===== src/rtl/tomasulo_pkg.sv =====
// Shared definitions for the Tomasulo core: tag layout, unit IDs, CDB field
// positions, divide op encodings and the divide core's state type.
package tomasulo_pkg;

    localparam int TAG_W     = 8;
    localparam int UNIT_ID_W = 5;
    localparam int RS_IDX_W  = TAG_W - UNIT_ID_W;

    localparam logic [UNIT_ID_W-1:0] UNIT_ALU = 5'b00001;
    localparam logic [UNIT_ID_W-1:0] UNIT_MUL = 5'b00010;
    localparam logic [UNIT_ID_W-1:0] UNIT_DIV = 5'b00100;
    localparam logic [UNIT_ID_W-1:0] UNIT_LS  = 5'b01000;

    // Divide op encodings; bit 0 selects unsigned, bit 1 selects remainder.
    localparam logic [1:0] OP_DIV  = 2'b00;
    localparam logic [1:0] OP_DIVU = 2'b01;
    localparam logic [1:0] OP_REM  = 2'b10;
    localparam logic [1:0] OP_REMU = 2'b11;
    localparam int OP_UNSIGNED_BIT = 0;
    localparam int OP_REM_BIT      = 1;

    // CDB layout is {valid, tag, value}; value occupies the low data_w bits.
    function automatic int cdb_tag_lsb(input int data_w);
        return data_w;
    endfunction

    function automatic int cdb_valid_bit(input int data_w);
        return data_w + TAG_W;
    endfunction

    typedef enum logic [2:0] {
        CS_IDLE,
        CS_LOAD,
        CS_ITER,
        CS_FIX,
        CS_DONE
    } core_state_e;

endpackage


===== src/rtl/div_iter_core.sv =====
// Iterative radix-2 restoring divider shared by all divide reservation stations.
// Accepts one operation on start, produces one quotient bit per cycle, and
// holds the finished result until the bus acknowledges it.
module div_iter_core
    import tomasulo_pkg::*;
#(
    parameter int DATA_W = 32
) (
    input  logic              clk,
    input  logic              rst,
    input  logic              start,
    input  logic [1:0]        op,
    input  logic [DATA_W-1:0] dividend,
    input  logic [DATA_W-1:0] divisor,
    input  logic [TAG_W-1:0]  tag_in,
    input  logic              ack,
    output logic              busy,
    output logic              done,
    output logic [TAG_W-1:0]  tag,
    output logic [DATA_W-1:0] result
);

    localparam int CNT_W = (DATA_W > 1) ? $clog2(DATA_W) : 1;
    localparam logic [DATA_W-1:0] MIN_VAL = {1'b1, {(DATA_W-1){1'b0}}};

    core_state_e state, state_next;

    logic [1:0]        op_r;
    logic [DATA_W-1:0] a_r, b_r, quo, rem;
    logic [TAG_W-1:0]  tag_r;
    logic [CNT_W-1:0]  cnt;
    logic              neg_q, neg_r, skip;

    logic              is_signed, a_neg, b_neg, div_zero, overflow;
    logic [DATA_W-1:0] a_abs, b_abs;
    logic [DATA_W:0]   shifted, diff;

    // Operand sign/magnitude decode and the trial subtraction for one step.
    always_comb begin
        is_signed = ~op_r[OP_UNSIGNED_BIT];
        a_neg     = is_signed & a_r[DATA_W-1];
        b_neg     = is_signed & b_r[DATA_W-1];
        a_abs     = a_neg ? -a_r : a_r;
        b_abs     = b_neg ? -b_r : b_r;
        div_zero  = (b_r == '0);
        overflow  = is_signed & (a_r == MIN_VAL) & (b_r == '1);
        shifted   = {rem, quo[DATA_W-1]};
        diff      = shifted - {1'b0, b_r};
    end

    // State register.
    always_ff @(posedge clk) begin
        if (!rst) state <= CS_IDLE;
        else      state <= state_next;
    end

    // Next-state logic; special cases still pass through FIX (with fixing
    // suppressed) so their result appears two cycles after dispatch.
    always_comb begin
        state_next = state;
        case (state)
            CS_IDLE: if (start) state_next = CS_LOAD;
            CS_LOAD: state_next = (div_zero || overflow) ? CS_FIX : CS_ITER;
            CS_ITER: if (cnt == '0) state_next = CS_FIX;
            CS_FIX:  state_next = CS_DONE;
            CS_DONE: if (ack) state_next = CS_IDLE;
            default: state_next = CS_IDLE;
        endcase
    end

    // Datapath: operand latch, magnitude load, shift-subtract and sign fix.
    always_ff @(posedge clk) begin
        if (!rst) begin
            op_r  <= '0;
            a_r   <= '0;
            b_r   <= '0;
            quo   <= '0;
            rem   <= '0;
            tag_r <= '0;
            cnt   <= '0;
            neg_q <= 1'b0;
            neg_r <= 1'b0;
            skip  <= 1'b0;
        end else begin
            case (state)
                CS_IDLE: begin
                    if (start) begin
                        op_r  <= op;
                        a_r   <= dividend;
                        b_r   <= divisor;
                        tag_r <= tag_in;
                    end
                end
                CS_LOAD: begin
                    neg_q <= a_neg ^ b_neg;
                    neg_r <= a_neg;
                    cnt   <= CNT_W'(DATA_W - 1);
                    if (div_zero) begin
                        quo  <= '1;
                        rem  <= a_r;
                        skip <= 1'b1;
                    end else if (overflow) begin
                        quo  <= MIN_VAL;
                        rem  <= '0;
                        skip <= 1'b1;
                    end else begin
                        quo  <= a_abs;
                        rem  <= '0;
                        b_r  <= b_abs;
                        skip <= 1'b0;
                    end
                end
                CS_ITER: begin
                    if (!diff[DATA_W]) begin
                        rem <= diff[DATA_W-1:0];
                        quo <= {quo[DATA_W-2:0], 1'b1};
                    end else begin
                        rem <= shifted[DATA_W-1:0];
                        quo <= {quo[DATA_W-2:0], 1'b0};
                    end
                    cnt <= cnt - CNT_W'(1);
                end
                CS_FIX: begin
                    if (!skip) begin
                        if (neg_q) quo <= -quo;
                        if (neg_r) rem <= -rem;
                    end
                end
                default: ;
            endcase
        end
    end

    assign busy   = (state != CS_IDLE);
    assign done   = (state == CS_DONE);
    assign tag    = tag_r;
    assign result = op_r[OP_REM_BIT] ? rem : quo;

endmodule


===== src/rtl/unit_div_rs.sv =====
// Divide functional unit: a small array of reservation stations that capture
// operands from the CDB, dispatch in station order to one shared iterative
// divider, and return results over the CDB with a request/grant handshake.
module unit_div_rs
    import tomasulo_pkg::*;
#(
    parameter logic [UNIT_ID_W-1:0] UNIT_ID = 5'b00100,
    parameter int                   NUM_RS  = 3,
    parameter int                   DATA_W  = 32
) (
    input  logic                    clk,
    input  logic                    rst,
    input  logic                    issue,
    input  logic [1:0]              op_in,
    input  logic [TAG_W-1:0]        q1_in,
    input  logic [TAG_W-1:0]        q2_in,
    input  logic [DATA_W-1:0]       v1_in,
    input  logic [DATA_W-1:0]       v2_in,
    input  logic [DATA_W+TAG_W:0]   cdb,
    input  logic                    cdb_grant,
    output logic                    all_busy,
    output logic [TAG_W-1:0]        issue_tag,
    output logic                    cdb_request,
    output logic [DATA_W+TAG_W-1:0] cdb_out
);

    localparam int IDX_W     = (NUM_RS > 1) ? $clog2(NUM_RS) : 1;
    localparam int VALID_BIT = cdb_valid_bit(DATA_W);
    localparam int TAG_LSB   = cdb_tag_lsb(DATA_W);

    logic [NUM_RS-1:0] busy, disp, ready;
    logic [1:0]        st_op [NUM_RS];
    logic [TAG_W-1:0]  st_q1 [NUM_RS];
    logic [TAG_W-1:0]  st_q2 [NUM_RS];
    logic [DATA_W-1:0] st_v1 [NUM_RS];
    logic [DATA_W-1:0] st_v2 [NUM_RS];

    logic [IDX_W-1:0]  free_idx, sel_idx, cur_idx;
    logic              cdb_valid, start, core_busy, core_done;
    logic [TAG_W-1:0]  cdb_tag, core_tag;
    logic [DATA_W-1:0] cdb_val, core_result;

    assign cdb_valid = cdb[VALID_BIT];
    assign cdb_tag   = cdb[TAG_LSB +: TAG_W];
    assign cdb_val   = cdb[DATA_W-1:0];

    // Lowest free station for issue and lowest ready station for dispatch.
    always_comb begin
        free_idx = '0;
        sel_idx  = '0;
        ready    = '0;
        for (int i = NUM_RS - 1; i >= 0; i--) begin
            ready[i] = busy[i] && !disp[i] && (st_q1[i] == '0) && (st_q2[i] == '0);
            if (!busy[i])  free_idx = IDX_W'(i);
            if (ready[i])  sel_idx  = IDX_W'(i);
        end
    end

    assign all_busy  = &busy;
    assign issue_tag = all_busy ? '0 : {UNIT_ID, RS_IDX_W'(free_idx) + RS_IDX_W'(1)};
    assign start     = !core_busy && (|ready);

    // Station state: operand capture, issue with bypass, dispatch marking, release on grant.
    always_ff @(posedge clk) begin
        if (!rst) begin
            busy    <= '0;
            disp    <= '0;
            cur_idx <= '0;
            for (int i = 0; i < NUM_RS; i++) begin
                st_op[i] <= '0;
                st_q1[i] <= '0;
                st_q2[i] <= '0;
                st_v1[i] <= '0;
                st_v2[i] <= '0;
            end
        end else begin
            for (int i = 0; i < NUM_RS; i++) begin
                if (busy[i] && cdb_valid) begin
                    if (st_q1[i] != '0 && cdb_tag == st_q1[i]) begin
                        st_v1[i] <= cdb_val;
                        st_q1[i] <= '0;
                    end
                    if (st_q2[i] != '0 && cdb_tag == st_q2[i]) begin
                        st_v2[i] <= cdb_val;
                        st_q2[i] <= '0;
                    end
                end
            end
            if (issue && !all_busy) begin
                busy[free_idx]  <= 1'b1;
                disp[free_idx]  <= 1'b0;
                st_op[free_idx] <= op_in;
                if (q1_in != '0 && cdb_valid && cdb_tag == q1_in) begin
                    st_q1[free_idx] <= '0;
                    st_v1[free_idx] <= cdb_val;
                end else begin
                    st_q1[free_idx] <= q1_in;
                    st_v1[free_idx] <= v1_in;
                end
                if (q2_in != '0 && cdb_valid && cdb_tag == q2_in) begin
                    st_q2[free_idx] <= '0;
                    st_v2[free_idx] <= cdb_val;
                end else begin
                    st_q2[free_idx] <= q2_in;
                    st_v2[free_idx] <= v2_in;
                end
            end
            if (start) begin
                disp[sel_idx] <= 1'b1;
                cur_idx       <= sel_idx;
            end
            if (core_done && cdb_grant) begin
                busy[cur_idx] <= 1'b0;
                disp[cur_idx] <= 1'b0;
            end
        end
    end

    div_iter_core #(
        .DATA_W (DATA_W)
    ) u_core (
        .clk      (clk),
        .rst      (rst),
        .start    (start),
        .op       (st_op[sel_idx]),
        .dividend (st_v1[sel_idx]),
        .divisor  (st_v2[sel_idx]),
        .tag_in   ({UNIT_ID, RS_IDX_W'(sel_idx) + RS_IDX_W'(1)}),
        .ack      (cdb_grant),
        .busy     (core_busy),
        .done     (core_done),
        .tag      (core_tag),
        .result   (core_result)
    );

    assign cdb_request = core_done;
    assign cdb_out     = core_done ? {core_tag, core_result} : '0;

endmodule


===== config.mk =====
export PLATFORM = sky130hd
export DESIGN_NAME = unit_div_rs
export DESIGN_NICKNAME = d
export VERILOG_FILES = /design/src/rtl/tomasulo_pkg.sv /design/src/rtl/div_iter_core.sv /design/src/rtl/unit_div_rs.sv
export SDC_FILE = /design/constraint.sdc
export NUM_CORES = 1
export LEC_CHECK = 0
export ABC_AREA = 1
export CORE_MARGIN = 4
export CORE_UTILIZATION = 25
export CTS_CLUSTER_DIAMETER = 40
export DETAILED_ROUTE_END_ITERATION = 8
export PLACE_DENSITY = 0.5
export SLEW_MARGIN = 25
export SYNTH_ARGS = -nofsm -noshare
export SYNTH_HDL_FRONTEND = slang
export SYNTH_HIERARCHICAL = 1
export SYNTH_SLANG_ARGS = --single-unit

===== constraint.sdc =====
create_clock -name clk -period 2.6 [get_ports clk]
set_clock_uncertainty 0.05 [all_clocks]
set_input_delay 0.26 -clock clk [delete_from_list [all_inputs] [get_ports clk]]
set_output_delay 0.26 -clock clk [all_outputs]
set_load 0.01 [all_outputs]

After elaboration in Yosys (flattened, before gate mapping):

Memory sizes are Yosys's and may differ from the RTL's. A register that Yosys moved wholly into a read port is not among the register bits.
Cells that the tools add are included.

* register bits after elaboration: 119
* latch bits: 0
* RAM bits: 246
* bits in read-only memories: 0
* input port bits: 127
* output and inout bits: 50
* word-level logic and storage cells: 259
* memories kept: 5

* add/sub/neg operators: 8
* multipliers: 0
* divide/modulo/power cells: 0
* order comparisons: 6
* equal/unequal tests: 23
* shift-type cells: 0
* mux-type cells: 111
* bitwise logic cells: 29
* reductions and logical operators: 65

Memories
* st_v1: depth 3, width 32, rd ports 1, clocked after memory_dff 1, wr ports 4, line unit_div_rs.sv:35 `logic [DATA_W-1:0] st_v1 [NUM_RS];`
* st_v2: depth 3, width 32, rd ports 1, clocked after memory_dff 0, wr ports 4, line unit_div_rs.sv:36 `logic [DATA_W-1:0] st_v2 [NUM_RS];`
* st_q1: depth 3, width 8, rd ports 3, clocked after memory_dff 0, wr ports 4, line unit_div_rs.sv:33 `logic [TAG_W-1:0] st_q1 [NUM_RS];`
* st_q2: depth 3, width 8, rd ports 3, clocked after memory_dff 0, wr ports 4, line unit_div_rs.sv:34 `logic [TAG_W-1:0] st_q2 [NUM_RS];`
* st_op: depth 3, width 2, rd ports 1, clocked after memory_dff 1, wr ports 3, line unit_div_rs.sv:32 `logic [1:0] st_op [NUM_RS];`

Operators by type and width (count)
* $mux 32: 22
* $pmux 32 s3: 2
* $neg 32->32: 4
* $eq 32x32->1 const B: 2
* $eq 8x8->1: 8
* $mux 8: 8
* $pmux 32 s2: 1
* $reduce_bool 8->1: 8
* $mux 1: 52
* $logic_not 8->1: 6
* $mux 38: 1
* $mux 3: 11
* $sub 33x32->33: 1
* $logic_not 32->1: 1
* $logic_and 1x1->1: 28
* $mux 2: 8
* $or 1x1->1: 16
* $pmux 3 s5: 1
* $reduce_and 3->1: 4
* $ne 2x2->1 const B: 5
* $pmux 5 s2: 1
* $and 3x3->3: 3
* $lt 2x3->1 const B: 3
* $ne 2x1->1 const B: 4
* other kinds (23): 42

Logic depth before layout (Yosys ltp):

* word-level depth: 16
* gate-level depth with buffers: 19
* mapped depth without buffers: 18

By module:

The synthesis kept the hierarchy.

Modules (own cells, without submodules)
* unit_div_rs: times used 1, cells each 2159, area each 16694.8 µm², seq. area each 7547.2 µm²
* div_iter_core: times used 1, cells each 2438, area each 13581.8 µm², seq. area each 2982.9 µm²

Least setup slack after synthesis:

Ideal clock, no wire load.

* path kind: reg-to-reg
* from: register u_core.quo[31]
* to: register u_core.rem[12]
* setup time: 0.119 ns
* arrival: 2.247 ns
* data required time: 2.431 ns
* setup slack: 0.184 ns
* stages on the path, launching flop included: 19
* buffers on the path: 1
* clock period less this slack: 2.416 ns
* cells stage by stage: dfxtp_1 -> inv_1 -> ha_1 -> fa_1 -> inv_1 -> nand2_1 -> nand2_1 -> nand3_1 -> nand2_1 -> nand2_1 -> nand2_1 -> nand2_1 -> nand2_1 -> nand2_1 -> nand2_1 -> clkbuf_1 -> nand2_1 -> nand3_1 -> a21oi_1

* word-level cells in the longest chain between the ends: 3

RTL lines
* start: declaration: line div_iter_core.sv:29 `logic [DATA_W-1:0] a_r, b_r, quo, rem;`
* start signal: assignment: line div_iter_core.sv:107 `quo <= a_abs;`
* start signal: assignment: line div_iter_core.sv:116 `quo <= {quo[DATA_W-2:0], 1'b1};`
* start signal: assignment: line div_iter_core.sv:119 `quo <= {quo[DATA_W-2:0], 1'b0};`
* $sub 33x32->33: line div_iter_core.sv:48 `diff = shifted - {1'b0, b_r};`
* $mux 32: line div_iter_core.sv:114 `if (!diff[DATA_W]) begin`
* $pmux 32 s3: line div_iter_core.sv:85 `case (state)`
* end signal: assignment: line div_iter_core.sv:115 `rem <= diff[DATA_W-1:0];`
* end signal: assignment: line div_iter_core.sv:118 `rem <= shifted[DATA_W-1:0];`
* end signal: assignment: line div_iter_core.sv:126 `if (neg_r) rem <= -rem;`
* end: declaration: line div_iter_core.sv:29

Every way passes these cells.
A chain may end at the register's enable or synchronous reset.

Final worst setup path:

* from: register u_core.b_r[1]
* to: register u_core.rem[10]

* word-level cells in the longest chain between the ends: 3
* elaborated cells between the ends (all ways): 5
* classes of those cells: add/sub: 1; mux: 3; reduce/logical: 1

RTL lines
* start: declaration: line div_iter_core.sv:29
* start signal: assignment: line div_iter_core.sv:90 `b_r <= divisor;`
* start signal: assignment: line div_iter_core.sv:109 `b_r <= b_abs;`
* $sub 33x32->33 or $logic_not 32->1 (tied branches): line div_iter_core.sv:48, div_iter_core.sv:45
* $mux 32 (on tied branches): line div_iter_core.sv:114, div_iter_core.sv:98
* $pmux 32 s3 (*): line div_iter_core.sv:85

Every way passes the cells marked *; elsewhere a longest branch is shown, timed or not.

==> results.md <==
- Status: complete, no violations
- Share of the synthesized area in the top cell type: 24.40%
- Num rows: 127
- Setup CP Type: reg -> reg
- Max cap viols: 0
- TNS Setup: 0 ns
- H-tree depth: 3
- Area Growth Syn to Fin: 29.21%
- Synth area leader: edfxtp_1
- Vias per cell: 4.972
- Sequential area share after synthesis: 34.78%
- Initial drt markers: 3094
- Wire per inst: 20.05 um
- Pins over their slew limit: 0
- Clock Tree Buf Depth: 3
- Hold Violations, Final: 0
- Total gr overflow: 0
- Port bufs: 171
- Netlist cell types: 54
- Yosys reg bits: 403
- Final ANT Viol Nets: 0
- Pwr dens: 937.9 nW/um2
- Final setup margin: 0.06031 ns
- Post-placement cell area: 35410 um2
- Layout cells sized above 1: 12.24%
- CTS Buf Count: 85
- Tcrit/Tclk final: 97.68%
- Vias in the first global route: 30667
- Clk sinks: 403
- Maximum vdd drop: 0.001087 V
- DP HPWL: 97.71 mm
- Async S/R FF share, synth: 0%
- RSZ-0062 raised after global routing: true
- Vias: 32802
- Yosys Warn Count: 6
- Number of synthesized flops with an enable pin: 246
- Tot GR Track Use: 20.07%
- Vert. Die Dim: 356.0 um
- Post-route cell area: 39120 um2
- Post-route minimum period: 2.540 ns
- Area of the die: 126700 um2
- Final Setup Violations: 0
- Most used DFF post-synth: edfxtp_1
- Leading cell types by total area after synthesis: edfxtp_1, nand2_1, dfxtp_1, nand3_1, inv_1
- Design Power: 36.69 mW
- CP startpoint kind: flop
- Routability Congestion: 0.9356
- Critical path required time: 3.13 ns
- Drt first pass iters: 6
- CTS tree: built
- Die width: 356.0 um
- Largest net degree at the start of global routing: 144
- Nets@finish: 5084
- Synth Area per Inst: 6.586 um2
- First-pass GRT wire length: 194.8 mm
- Pre-CTS setup slack: -0.03013 ns
- Netlist Area Pre-Place: 30280 um2
- Critical Path AT: 3.07 ns
- Drt drc: 0
- Setup crit end kind: flop
- Clk_lat worst skew: 0.66 ns
- # IOs: 177
- Hold Path Class: in -> reg
- Clock transition at path regs: 0.05 ns
- Initial Util: 25.20%
- FILL cells: 13184
- Leakage: 18.84 nW
- Initial antenna violation count: 5
- Root buffer selected by CTS: clkbuf_16
- Max Fclk: 393.8 MHz
- Relative slew slack: 32.15%
- Final WL: 132.3 mm
- Worst slew pin tran: 1.018 ns
- Post-Synthesis Cells: 4597
- Core box area: 120100 um2
- Setup slack, reg-to-reg: 0.06 ns
- Worst-path fanout max: 6
-- path summary, 6_finish.rpt --
kind,from,end,depth (start not counted)
min,op_in[1],st_op[2][1]$_SDFFCE_PN0P_,3
min reg2reg,u_core/skip$_SDFFE_PN0P_,u_core/skip$_SDFFE_PN0P_,2
max reg2reg,u_core/b_r[1]$_SDFFE_PN0P_,u_core/rem[10]$_SDFFE_PN0P_,12
max,u_core/b_r[1]$_SDFFE_PN0P_,u_core/rem[10]$_SDFFE_PN0P_,12
-- what timing repair did --
item                       4_1_cts  5_1_grt
buffers inserted                 3        9
setup endpoints to repair       67      120
pin swaps                        1       15
hold buffers                     1        0
gates cloned                     1        9
gates resized for setup         55       70
hold endpoints to repair         1        0
-- layout by cell type (no fill, tap or decap), types with 129 or more instances in the layout --
cell type / synthesis / final
nand2_1: 1284 / 1267
nor2_1: 464 / 455
clkdlybuf4s50_1: 0 / 129
nand3_1: 482 / 479
buf_4: 22 / 242
inv_1: 620 / 610
nand4_1: 320 / 320
dfxtp_1: 157 / 150
edfxtp_1: 246 / 246
o21ai_0: 246 / 241
a21oi_1: 175 / 171
-- flip-flops by register name (all words and copies together) (netlist names) --
signal        flops
disp              3
st_op             6
u_core/tag        8
u_core/rem       32
st_v2            96
st_q1            24
u_core/op_r       2
u_core/a_r       32
u_core/state      3
u_core/neg_q      1
u_core/quo       32
u_core/neg_r      1
st_v1            96
u_core/b_r       32
st_q2            24
u_core/skip       1
busy              3
u_core/cnt        5
cur_idx           2
-- cells in the mapped netlist (all sizes together), types with 4 or more instances --
library cell	n
nand2	1291
nor3	41
xor2	52
buf	123
nand4	320
edfxtp	246
ha	43
or2	4
dfxtp	157
o21ai	248
o211ai	74
nor4	6
a22oi	4
nand3b	9
inv	647
nand3	492
and2	4
a31oi	13
nor2	479
a21oi	177
xnor2	14
clkbuf	129
o31ai	6
-- metrics by stage --
stage                     hold slack (ns)  cells  utilization, %
after floorplan                    0.3745   4605               -
after global placement             0.4027   6415           29.48
after detailed placement           0.4059   6415           29.48
after CTS                          0.2477   6578           32.09
after global routing               0.2811   6596           32.56
final                              0.2915   6597           32.57
-- report_power, final --
part	switching, mW	internal (mW)	total [mW]
Sequential	0.383	7.31	7.69
Clock	3.83	7.89	11.7
Combinational	11.3	6.01	17.3
Total	15.5	21.2	36.7
-- final cells by class --
| type | instances | area, um2 | share of cell area [%] |
|---|---|---|---|
| Tap cell | 1612 | 2017 | 5.156 |
| Sequential cell | 403 | 10540 | 26.95 |
| Antenna cell | 1 | 2.502 | 0.006397 |
| Multi-Input combinational cell | 3303 | 16350 | 41.80 |
| Clock buffer | 106 | 2350 | 6.006 |
| Timing Repair Buffer | 473 | 4697 | 12.01 |
| Clock inverter | 52 | 720.7 | 1.842 |
| Inverter | 647 | 2436 | 6.227 |
-- metal layers --
layer / vias up / part of all wire [%] / track usage, %
li1: 15850 / - / -
met1: 15345 / 44 / 27.07
met2: 1395 / 46 / 32.54
met3: 212 / 7.1 / 2.805
met4: 0 / 3.6 / 7.589
met5: - / 0 / 0
-- critical path: stages, from the launching register on --
cell       delay (ns)
dfxtp_4          0.37
inv_2            0.08
ha_4             0.16
nand3_4          0.10
nor3_4           0.31
buf_6            0.15
nand4_1          0.20
nor2_2           0.21
nand2_2          0.09
nor2_4           0.27
clkbuf_16        0.22
a21oi_1          0.08
a21oi_1          0.16
-- logic make-up (layout without fill, tap and decap cells) --
family,Yosys count,in the layout,synth area share [%]
compound gates,535,535,10.46
xor+xnor,66,66,1.909
fa+ha+maj,44,44,1.843
buf+inv,899,1278,12.44
flops,403,403,34.78
other cells,2,11,0.02480
simple gates,2648,2648,38.54
Note: power is estimated with default switching activity, not from simulation.
